**config.mk**
```make
export PLATFORM = sky130hd
export DESIGN_NAME = sound_arbiter_flat
export DESIGN_NICKNAME = d
export VERILOG_FILES = /design/src/rtl/sound_arbiter_pkg.sv /design/src/rtl/sound_arbiter_if.sv /design/src/rtl/sound_arbiter_tone_divider.sv /design/src/rtl/sound_arbiter.sv /design/src/flat_wrapper.sv
export SDC_FILE = /design/constraint.sdc
export NUM_CORES = 1
export LEC_CHECK = 0
export ABC_AREA = 0
export BUFFER_PORTS_ARGS = -buffer_cell sky130_fd_sc_hd__clkbuf_2
export CAP_MARGIN = 20
export CORE_AREA = 2 2 82 84
export CTS_CLUSTER_SIZE = 28
export DETAILED_ROUTE_END_ITERATION = 10
export DIE_AREA = 0 0 84 86
export PLACE_DENSITY_LB_ADDON = 0.3
export SYNTH_ARGS = -nofsm -noshare
export SYNTH_HDL_FRONTEND = slang
export SYNTH_SLANG_ARGS = --single-unit
```
**constraint.sdc**
```tcl
create_clock -name clk -period 7 [get_ports clk]
set_input_delay 1.05 -clock clk [delete_from_list [all_inputs] [get_ports clk]]
set_output_delay 1.05 -clock clk [all_outputs]
set_load 0.05 [all_outputs]
```
**src/rtl/sound_arbiter_pkg.sv**
```systemverilog
// sound_pkg: shared constants for the sound arbiter.
// Holds the effect/event codes, the per-effect step counts, the note
// table (frequency in Hz, duration in ms for every step) and a helper
// that turns a note frequency into a tone half-period in clock cycles.
package sound_pkg;

  // Event code doubles as priority: a larger code preempts a smaller one.
  typedef enum logic [1:0] {
    EVT_NONE  = 2'd0,
    EVT_BEEP  = 2'd1,
    EVT_LAP   = 2'd2,
    EVT_CRASH = 2'd3
  } evt_t;

  localparam int BEEP_STEPS  = 1;
  localparam int LAP_STEPS   = 3;
  localparam int CRASH_STEPS = 3;

  // Note table. A frequency of 0 Hz marks a rest step.
  localparam int BEEP0_HZ  = 1000;
  localparam int BEEP0_MS  = 100;
  localparam int LAP0_HZ   = 800;
  localparam int LAP0_MS   = 80;
  localparam int LAP1_HZ   = 1000;
  localparam int LAP1_MS   = 80;
  localparam int LAP2_HZ   = 1250;
  localparam int LAP2_MS   = 80;
  localparam int CRASH0_HZ = 400;
  localparam int CRASH0_MS = 150;
  localparam int CRASH1_HZ = 0;
  localparam int CRASH1_MS = 50;
  localparam int CRASH2_HZ = 400;
  localparam int CRASH2_MS = 150;

  // Half-period in cycles, truncated, never below 1. A rest returns 0,
  // which the arbiter uses to keep the tone divider disabled.
  function automatic int half_period(input int clk_hz, input int f);
    int h;
    if (f == 0) return 0;
    h = clk_hz / (2 * f);
    if (h < 1) h = 1;
    return h;
  endfunction

  function automatic int steps_of(input logic [1:0] evt);
    case (evt)
      2'd1:    return BEEP_STEPS;
      2'd2:    return LAP_STEPS;
      2'd3:    return CRASH_STEPS;
      default: return 1;
    endcase
  endfunction

  function automatic int max2(input int a, input int b);
    return (a > b) ? a : b;
  endfunction

endpackage

```
**src/rtl/sound_arbiter_if.sv**
```systemverilog
// sound_arbiter_if: bundles the control, request and output signals of
// the sound arbiter.
//   master : game/engine side; drives mute, engine_en, engine_piezo and
//            the evt_* request pulses; observes piezo, busy, active_evt
//   slave  : the arbiter itself
interface sound_arbiter_if;
  logic       mute;
  logic       engine_en;
  logic       engine_piezo;
  logic       evt_beep;
  logic       evt_lap;
  logic       evt_crash;
  logic       piezo;
  logic       busy;
  logic [1:0] active_evt;

  modport master (
    output mute, engine_en, engine_piezo, evt_beep, evt_lap, evt_crash,
    input  piezo, busy, active_evt
  );

  modport slave (
    input  mute, engine_en, engine_piezo, evt_beep, evt_lap, evt_crash,
    output piezo, busy, active_evt
  );
endinterface

```
**src/rtl/sound_arbiter_tone_divider.sv**
```systemverilog
// tone_divider: square-wave generator for one effect step.
// Ports:
//   clk, rst : clock, synchronous active-high reset
//   restart  : clears counter and tone at the next edge (step start)
//   half     : half-period in cycles (>= 1 while enabled)
//   enable   : run the divider; low holds counter and tone at 0
//   tone     : square wave output
module tone_divider #(
  parameter int N = 8
) (
  input  logic         clk,
  input  logic         rst,
  input  logic         restart,
  input  logic [N-1:0] half,
  input  logic         enable,
  output logic         tone
);

  logic [N-1:0] cnt;

  // Restart wins over counting so every step begins from a clean phase:
  // the first toggle lands exactly half cycles after the step start.
  always_ff @(posedge clk) begin
    if (rst || restart || !enable) begin
      cnt  <= '0;
      tone <= 1'b0;
    end else if (cnt == half - 1'b1) begin
      cnt  <= '0;
      tone <= ~tone;
    end else begin
      cnt <= cnt + 1'b1;
    end
  end

endmodule

```
**src/rtl/sound_arbiter.sv**
```systemverilog
// sound_arbiter: owns the piezo pin and shares it between the engine
// tone and three one-shot effects (beep, lap, crash) played from the
// note table in sound_pkg, with higher codes preempting lower ones.
// Ports:
//   clk, rst : clock, synchronous active-high reset
//   bus      : sound_arbiter_if.slave (mute, engine_en, engine_piezo,
//              evt_beep/lap/crash in; piezo, busy, active_evt out)
module sound_arbiter
  import sound_pkg::*;
#(
  parameter int CLK_FREQ_HZ = 1_000_000
) (
  input logic            clk,
  input logic            rst,
  sound_arbiter_if.slave bus
);

  localparam int MS_CYCLES = CLK_FREQ_HZ / 1000;

  localparam int H_B0 = half_period(CLK_FREQ_HZ, BEEP0_HZ);
  localparam int H_L0 = half_period(CLK_FREQ_HZ, LAP0_HZ);
  localparam int H_L1 = half_period(CLK_FREQ_HZ, LAP1_HZ);
  localparam int H_L2 = half_period(CLK_FREQ_HZ, LAP2_HZ);
  localparam int H_C0 = half_period(CLK_FREQ_HZ, CRASH0_HZ);
  localparam int H_C1 = half_period(CLK_FREQ_HZ, CRASH1_HZ);
  localparam int H_C2 = half_period(CLK_FREQ_HZ, CRASH2_HZ);

  localparam int L_B0 = BEEP0_MS * MS_CYCLES;
  localparam int L_L0 = LAP0_MS * MS_CYCLES;
  localparam int L_L1 = LAP1_MS * MS_CYCLES;
  localparam int L_L2 = LAP2_MS * MS_CYCLES;
  localparam int L_C0 = CRASH0_MS * MS_CYCLES;
  localparam int L_C1 = CRASH1_MS * MS_CYCLES;
  localparam int L_C2 = CRASH2_MS * MS_CYCLES;

  localparam int MAX_HALF = max2(max2(max2(H_B0, H_L0), max2(H_L1, H_L2)),
                                 max2(max2(H_C0, H_C1), H_C2));
  localparam int MAX_LEN  = max2(max2(max2(L_B0, L_L0), max2(L_L1, L_L2)),
                                 max2(max2(L_C0, L_C1), L_C2));
  localparam int HALF_W   = $clog2(MAX_HALF + 1);
  localparam int LEN_W    = $clog2(MAX_LEN);

  localparam logic [0:0] ST_IDLE = 1'b0;
  localparam logic [0:0] ST_PLAY = 1'b1;

  logic [0:0]       state, state_n;
  logic [1:0]       active_evt, active_n;
  logic [1:0]       step, step_n;
  logic [LEN_W-1:0] step_cnt, cnt_n;
  logic [2:0]       pending, pending_n;
  logic [2:0]       play_mask;
  logic [1:0]       top_evt;
  logic [HALF_W-1:0] cur_half;
  logic [LEN_W-1:0] cur_last;
  logic             last_step;
  logic             restart;
  logic             tone;
  logic             piezo_q;

  // Look up the note of the current step; unused codes fall to a rest.
  always_comb begin
    cur_half = '0;
    cur_last = '0;
    case (active_evt)
      EVT_BEEP: begin
        cur_half = HALF_W'(H_B0);
        cur_last = LEN_W'(L_B0 - 1);
      end
      EVT_LAP: begin
        case (step)
          2'd0:    begin cur_half = HALF_W'(H_L0); cur_last = LEN_W'(L_L0 - 1); end
          2'd1:    begin cur_half = HALF_W'(H_L1); cur_last = LEN_W'(L_L1 - 1); end
          default: begin cur_half = HALF_W'(H_L2); cur_last = LEN_W'(L_L2 - 1); end
        endcase
      end
      EVT_CRASH: begin
        case (step)
          2'd0:    begin cur_half = HALF_W'(H_C0); cur_last = LEN_W'(L_C0 - 1); end
          2'd1:    begin cur_half = HALF_W'(H_C1); cur_last = LEN_W'(L_C1 - 1); end
          default: begin cur_half = HALF_W'(H_C2); cur_last = LEN_W'(L_C2 - 1); end
        endcase
      end
      default: ;
    endcase
  end

  assign last_step = (step == 2'(steps_of(active_evt) - 1));

  // Highest pending request; pending bit i belongs to event code i+1.
  always_comb begin
    if (pending[2])      top_evt = EVT_CRASH;
    else if (pending[1]) top_evt = EVT_LAP;
    else if (pending[0]) top_evt = EVT_BEEP;
    else                 top_evt = EVT_NONE;
  end

  // A repeat request for the effect already playing is swallowed here
  // so it neither restarts nor queues a replay.
  always_comb begin
    play_mask = '0;
    if (state == ST_PLAY && active_evt != EVT_NONE)
      play_mask[active_evt - 2'd1] = 1'b1;
  end

  // Next-state logic: mute overrides everything, otherwise launch or
  // preempt with the highest pending effect, else walk through steps.
  always_comb begin
    state_n   = state;
    active_n  = active_evt;
    step_n    = step;
    cnt_n     = step_cnt;
    restart   = 1'b0;
    pending_n = pending | ({bus.evt_crash, bus.evt_lap, bus.evt_beep} & ~play_mask);

    if (bus.mute) begin
      pending_n = '0;
      state_n   = ST_IDLE;
      active_n  = EVT_NONE;
      step_n    = '0;
      cnt_n     = '0;
    end else if ((state == ST_IDLE && top_evt != EVT_NONE) ||
                 (state == ST_PLAY && top_evt > active_evt)) begin
      state_n   = ST_PLAY;
      active_n  = top_evt;
      step_n    = '0;
      cnt_n     = '0;
      restart   = 1'b1;
      pending_n[top_evt - 2'd1] = 1'b0;
    end else if (state == ST_PLAY) begin
      if (step_cnt == cur_last) begin
        cnt_n   = '0;
        restart = 1'b1;
        if (last_step) begin
          state_n  = ST_IDLE;
          active_n = EVT_NONE;
          step_n   = '0;
        end else begin
          step_n = step + 2'd1;
        end
      end else begin
        cnt_n = step_cnt + 1'b1;
      end
    end
  end

  always_ff @(posedge clk) begin
    if (rst) begin
      state      <= ST_IDLE;
      active_evt <= EVT_NONE;
      step       <= '0;
      step_cnt   <= '0;
      pending    <= '0;
    end else begin
      state      <= state_n;
      active_evt <= active_n;
      step       <= step_n;
      step_cnt   <= cnt_n;
      pending    <= pending_n;
    end
  end

  tone_divider #(.N(HALF_W)) u_tone (
    .clk     (clk),
    .rst     (rst),
    .restart (restart),
    .half    (cur_half),
    .enable  (state == ST_PLAY && cur_half != '0),
    .tone    (tone)
  );

  // Registered output mux so the pin never glitches between sources.
  always_ff @(posedge clk) begin
    if (rst || bus.mute)       piezo_q <= 1'b0;
    else if (state == ST_PLAY) piezo_q <= tone;
    else                       piezo_q <= bus.engine_piezo & bus.engine_en;
  end

  assign bus.piezo      = piezo_q;
  assign bus.busy       = (state == ST_PLAY);
  assign bus.active_evt = active_evt;

endmodule

```
**src/flat_wrapper.sv**
```systemverilog
// flat-port wrapper written by rule: the top's interface ports become plain ports
module sound_arbiter_flat import sound_pkg::*;
#(
  parameter int CLK_FREQ_HZ = 1_000_000
)
  (clk, rst, bus_mute, bus_engine_en, bus_engine_piezo, bus_evt_beep, bus_evt_lap, bus_evt_crash, bus_piezo, bus_busy, bus_active_evt);
  sound_arbiter_if bus_i ();
  input logic clk;
  input logic rst;
  input wire logic [$bits(bus_i.mute)-1:0] bus_mute;
  input wire logic [$bits(bus_i.engine_en)-1:0] bus_engine_en;
  input wire logic [$bits(bus_i.engine_piezo)-1:0] bus_engine_piezo;
  input wire logic [$bits(bus_i.evt_beep)-1:0] bus_evt_beep;
  input wire logic [$bits(bus_i.evt_lap)-1:0] bus_evt_lap;
  input wire logic [$bits(bus_i.evt_crash)-1:0] bus_evt_crash;
  output wire logic [$bits(bus_i.piezo)-1:0] bus_piezo;
  output wire logic [$bits(bus_i.busy)-1:0] bus_busy;
  output wire logic [$bits(bus_i.active_evt)-1:0] bus_active_evt;
  assign bus_i.mute = bus_mute;
  assign bus_i.engine_en = bus_engine_en;
  assign bus_i.engine_piezo = bus_engine_piezo;
  assign bus_i.evt_beep = bus_evt_beep;
  assign bus_i.evt_lap = bus_evt_lap;
  assign bus_i.evt_crash = bus_evt_crash;
  assign bus_piezo = bus_i.piezo;
  assign bus_busy = bus_i.busy;
  assign bus_active_evt = bus_i.active_evt;
  sound_arbiter #(.CLK_FREQ_HZ(CLK_FREQ_HZ)) u_core (.clk(clk), .rst(rst), .bus(bus_i));
endmodule
```
# Word-level counts from Yosys, hierarchy flattened
# Index checks and enable logic that the tools add are counted.
[totals]
elab_cells = 89
out_inout_bits = 4
reg_bits = 39
inputBits = 8
[op_classes]
eq_ne = 7
n_addsub = 7
magnitude_cmp = 5
n_bitwise = 8
n_reduce_logical = 24
n_mux = 30
[op_table]
columns = ["cell", "count"]
rows = [
  ["one-hot mux 18 bit (3 select lines)", 1],
  ["two-way mux 18 bit", 2],
  ["one-hot mux 11 bit (3 select lines)", 1],
  ["one-hot mux 10 bit (2 select lines)", 1],
  ["adder 18 x 1 -> 18 bit, second input constant", 1],
  ["== test 18 bit", 1],
  ["two-way mux 2 bit", 8],
  ["two-way mux 1 bit", 12],
  ["adder 11 x 1 -> 11 bit, second input constant", 1],
  ["== test 11 bit", 1],
  ["two-way mux 11 bit", 1],
  ["nonzero test 11 bit", 1],
  ["subtractor 11 x 1 -> 11 bit, second input constant", 1],
  ["nonzero test 2 bit", 5],
  ["bitwise AND 3 bit", 2],
  ["logical AND 1 bit", 6],
  ["< comparator 2 x 3 -> 1 bit, second input constant", 2],
  ["two-way mux 3 bit", 2],
  ["NOT 3 bit", 2],
  ["OR reduction 2 bit", 3],
  ["subtractor 2 x 1 -> 2 bit, second input constant", 3],
  ["demux 1 bit (select 2 bit)", 2],
  ["== test 2 x 1 -> 1 bit, second input constant", 2],
  ["== test 2 bit, second input constant", 2],
  ["13 further kinds", 18],
]

# Depth between registers and ports, before layout
[depth]
depth_word = 11
ltp_mapped = 15
depth_no_buf = 12

# Modules after synthesis
# From an unflattened synthesis, not the netlist that was laid out.
[unflattened]
hier_cells = 336
area_unflattened_um2 = 2718.9
[by_module_without_submodules]
columns = ["mod", "instances", "area_each_um2", "cells_per_inst"]
rows = [
  ["sound_arbiter", 1, 1878.1, 233],
  ["tone_divider", 1, 840.8, 103],
]

# Worst setup path after synthesis
# OpenSTA, ideal clock, no wires.
[synth_timing]
path_type = "flip-flop to flip-flop"
start = "register u_core.active_evt[1] (netlist: u_core.bus.active_evt[1])"
end = "register u_core.u_tone.cnt[2]"
setup_time_ps = 115
arrival_time_ps = 3725
synth_period_minus_slack_ps = 3840
path_slack_ps = 3160
path_stages_with_launch = 16
path_cell_list = "dfxtp_1 > clkbuf_1 > inv_1 > ha_1 > or3b_2 > clkbuf_1 > ha_1 > ha_1 > xor2_1 > o211ai_1 > a211oi_1 > nand4_1 > nor4_2 > a21o_1 > buf_4 > nor2_1"
[synth_between]
elab_chain_len = 10
word_cells_on_any_way = 21
cone_classes = "1 x add/sub; 1 x order compare; 5 x eq/ne; 6 x mux; 8 x reduce/logical"
[synth_rtl]
columns = ["element", "line", "rtl"]
rows = [
  ["start, declared", "sound_arbiter.sv:47", "logic [1:0] active_evt, active_n;"],
  ["start signal, assigned", "sound_arbiter.sv:155", "active_evt <= active_n;"],
  ["branches (longest 9 deep; another with subtractor 11 x 1 -> 11 bit)", "n/a", ""],
  ["OR reduction 2 bit (no line) *", "n/a", ""],
  ["end signal, assigned", "sound_arbiter_tone_divider.sv:31", "cnt <= cnt + 1'b1;"],
  ["end, declared", "sound_arbiter_tone_divider.sv:19", "logic [N-1:0] cnt;"],
]
# Every way passes the cells marked *.
# A chain may end at the register's enable or synchronous reset.

# Final worst setup path
[layout_timing]
start = "register u_core.active_evt[1] (netlist: u_core.bus.active_evt[1])"
end = "register u_core.u_tone.cnt[7]"
# The elaborated chain is that of the path after synthesis.

==> out/metrics.yaml <==
routing:
  routedWlPerCell_um: 12.6
  drt_iter0_drc: 68
  num_vias: 2085
  first_pass_iters: 4
  ant_nets: 0
  viasPerCell: 5.28
  drcViolationCount: 0
  wl_um: 4980
floorplanning:
  die_y_um: 86
  start_util: 0.400
  rows: 29
  core_area_sq_mm: 0.00628
  die_x_um: 84
  dieArea_sq_mm: 0.00722
  io_pins: 12
pwr:
  share_seq_of_total_power: 0.525
  internal_power_uw: 315
  vdd_drop_max_v: 0.0000769
  p_leak_uw: 0.000974
  p_sw_uw: 120
  power_uw: 435
  power_frac_comb: 0.128
  power.share.clock: 0.346
  pwr_density_cell_mw_per_mm2: 163
  switching_share: 0.275
cells_and_area:
  final_util: 0.424
  final_common_cell: "nor2_1"
  multi_input_area_sq_mm: 0.00161
  seqCellArea_sq_um: 781
  mostFrequentLayoutCells: "nor2_1, dfxtp_1, nand2_1, xor2_1, xnor2_1"
  drive_gt1_frac: 0.0818
  syn_to_final_growth_pct: 5.93
  n_antenna_cell: 0
  layout.nets: 342
  fillerInstances: 670
critical_path:
  worst_path_most_repeated_cell: "ha_1"
  critPathMaxStageDelay_ns: 0.70
  cp.required_ns: 7.18
  worst-path-buf-inv: 1
  cp_cell_sequence: "inv_1 -> ha_1 -> or3b_2 -> ha_1 -> ha_1 -> xor2_1 -> o211ai_1 -> a211oi_1 -> nand4_1 -> nor4_2 -> a21o_1 -> nor2_1"
  cp-end-kind: "register"
  r2r_slack_ns: 3.08
  cp_max_fo: 19
  path_class: "reg2reg"
  cp_slowest_cell: "dfxtp_1"
  critPathLaunchType: "register"
  arrival_ns: 4.10
  cp_top_family: "simple AND/OR/NAND/NOR gates"
clock_network:
  cts_setup_buffers: 0
  cts_buffer_depth: 2
  cts-root-buf: "clkbuf_8"
  clk_latency_ns: 0.29
  cts_resized: 0
  cts_sinks: 39
  htreeDepth: 2
  cts_tree: "built"
  ctsHoldBuffers: 0
  clk_pin_slew_ns: 0.08
  cts-buffers-inserted: 5
worst_hold_path:
  hp-class: "reg2reg"
placement:
  dp_slack_ns: 3.09
  hpwl_um: 3740
  io_buffers: 11
  place_congestion: 0.760
synth:
  yosysSeqAreaShare: 0.311
  synth_async_sr_flop_share: 0
  yosys_warnings: 0
  synth_top_flop_cell: "dfxtp_1"
  synth_edf_count: 0
  synthCells: 312
  yosysUniqueCellTypes: 46
  synth-seq-cells: 39
  syn_area_sq_mm: 0.00251
  synth.avg_cell_area_sq_um: 8.05
  synth_nets: 337
timing:
  worstMarginPinSlew_ns: 0.592
  fmax_mhz: 255
  setup_viol_count_final: 0
  period_minus_slack_ns: 3.92
  maxSlewViolCount: 0
  setup-tns-final_ns: 0
  final_hold_viol_count: 0
  rsz0062_at_grt: "false"
  post-route-period-util: 0.561
  fin_worst_skew_ns: 0.00698
  relSlewSlack: 0.605
  postLayoutSetupSlackWorst_ns: 3.08
global_routing:
  grt-ovfl-total: 0
  antenna_found_initial: 0
  grt_pass1_vias: 1957
  grt_max_degree: 20
  track_usage: 0.146
  grt_pass1_wl_um: 8720
job:
  maxCapViolCount: 0
status:
  status: "completed"
==> power by group through the flow <==
stage | clock network (uW) | logic, uW | registers [uW]
after floorplan | 0 | 45.6 | 235
after global placement | 0 | 55.8 | 234
after detailed placement | 0 | 55.7 | 234
after CTS | 153 | 56.2 | 228
after global routing | 162 | 63.1 | 229
final | 150 | 55.8 | 228
==> cells in the mapped netlist, types with 6 or more instances <==
library cell  instances  area, sq um
a21oi_1              15         75.1
a31oi_1               6         37.5
and3_1               11         68.8
clkbuf_1              8         30.0
dfxtp_1              39          781
ha_1                 17          213
inv_1                10         37.5
nand2_1              25         93.8
nand3_1              13         65.1
nand4_1               8         50.1
nor2_1               50          188
nor2b_1               6         37.5
nor3_1                6         30.0
xnor2_1              19          166
xor2_1               20          175
==> registers in the layout, indices dropped and copies added (netlist names) <==
| register | cells |
|---|---|
| u_core.bus.busy | 1 |
| u_core.u_tone.tone | 1 |
| u_core.pending | 3 |
| u_core.step_cnt | 18 |
| u_core.u_tone.cnt | 11 |
| u_core.step | 2 |
| u_core.bus.piezo | 1 |
| u_core.bus.active_evt | 2 |
==> metrics by stage <==
| stage | cells | hold slack, ns | instance area (sq um) |
|---|---|---|---|
| CTS | 395 | 0.487 | 2660 |
| global route | 395 | 0.513 | 2660 |
| finish | 395 | 0.474 | 2660 |
| global placement | 387 | 0.452 | 2580 |
| detailed placement | 387 | 0.468 | 2580 |
| floorplan | 312 | 0.436 | 2510 |
==> layout make-up <==
type,instances,area share
repair buffers,11,0.0207
inverters,10,0.0141
multi-input cells,250,0.605
flip-flops and latches,39,0.294
well taps,77,0.0362
clock inverters,1,0.00188
clock buffers,7,0.0287
==> cells by family after synthesis <==
group | count (synthesis) | share of synthesized area
xor gates and xnor gates | 39 | 0.136
adders and majority gates | 17 | 0.0847
AOI/OAI and AO/OA | 48 | 0.125
buffers and inverters | 23 | 0.0483
DFF | 39 | 0.311
muxes | 2 | 0.00797
and+or+nand+nor | 144 | 0.287
==> layer usage <==
metal  vias to the layer above  GRT usage  part of all wire  wire length (um)
met2                        16      0.239              0.45              2250
li1                       1087          -                 -                 -
met4                         0     0.0484             0.013                67
met3                         7     0.0298             0.022               107
met5                         -          0                 0                 0
met1                       975      0.193              0.51              2550
==> path summary, 6_finish.rpt <==
path | startpoint | cells past startpoint | endpoint
worst max-delay path | u_core.bus.active_evt[1] | 12 | u_core.u_tone.cnt[7]
worst min register to register | u_core.u_tone.cnt[0] | 1 | u_core.u_tone.cnt[0]
worst max register to register | u_core.bus.active_evt[1] | 12 | u_core.u_tone.cnt[7]
worst min-delay path | u_core.u_tone.cnt[0] | 1 | u_core.u_tone.cnt[0]
(Power assumes the default switching activity.)
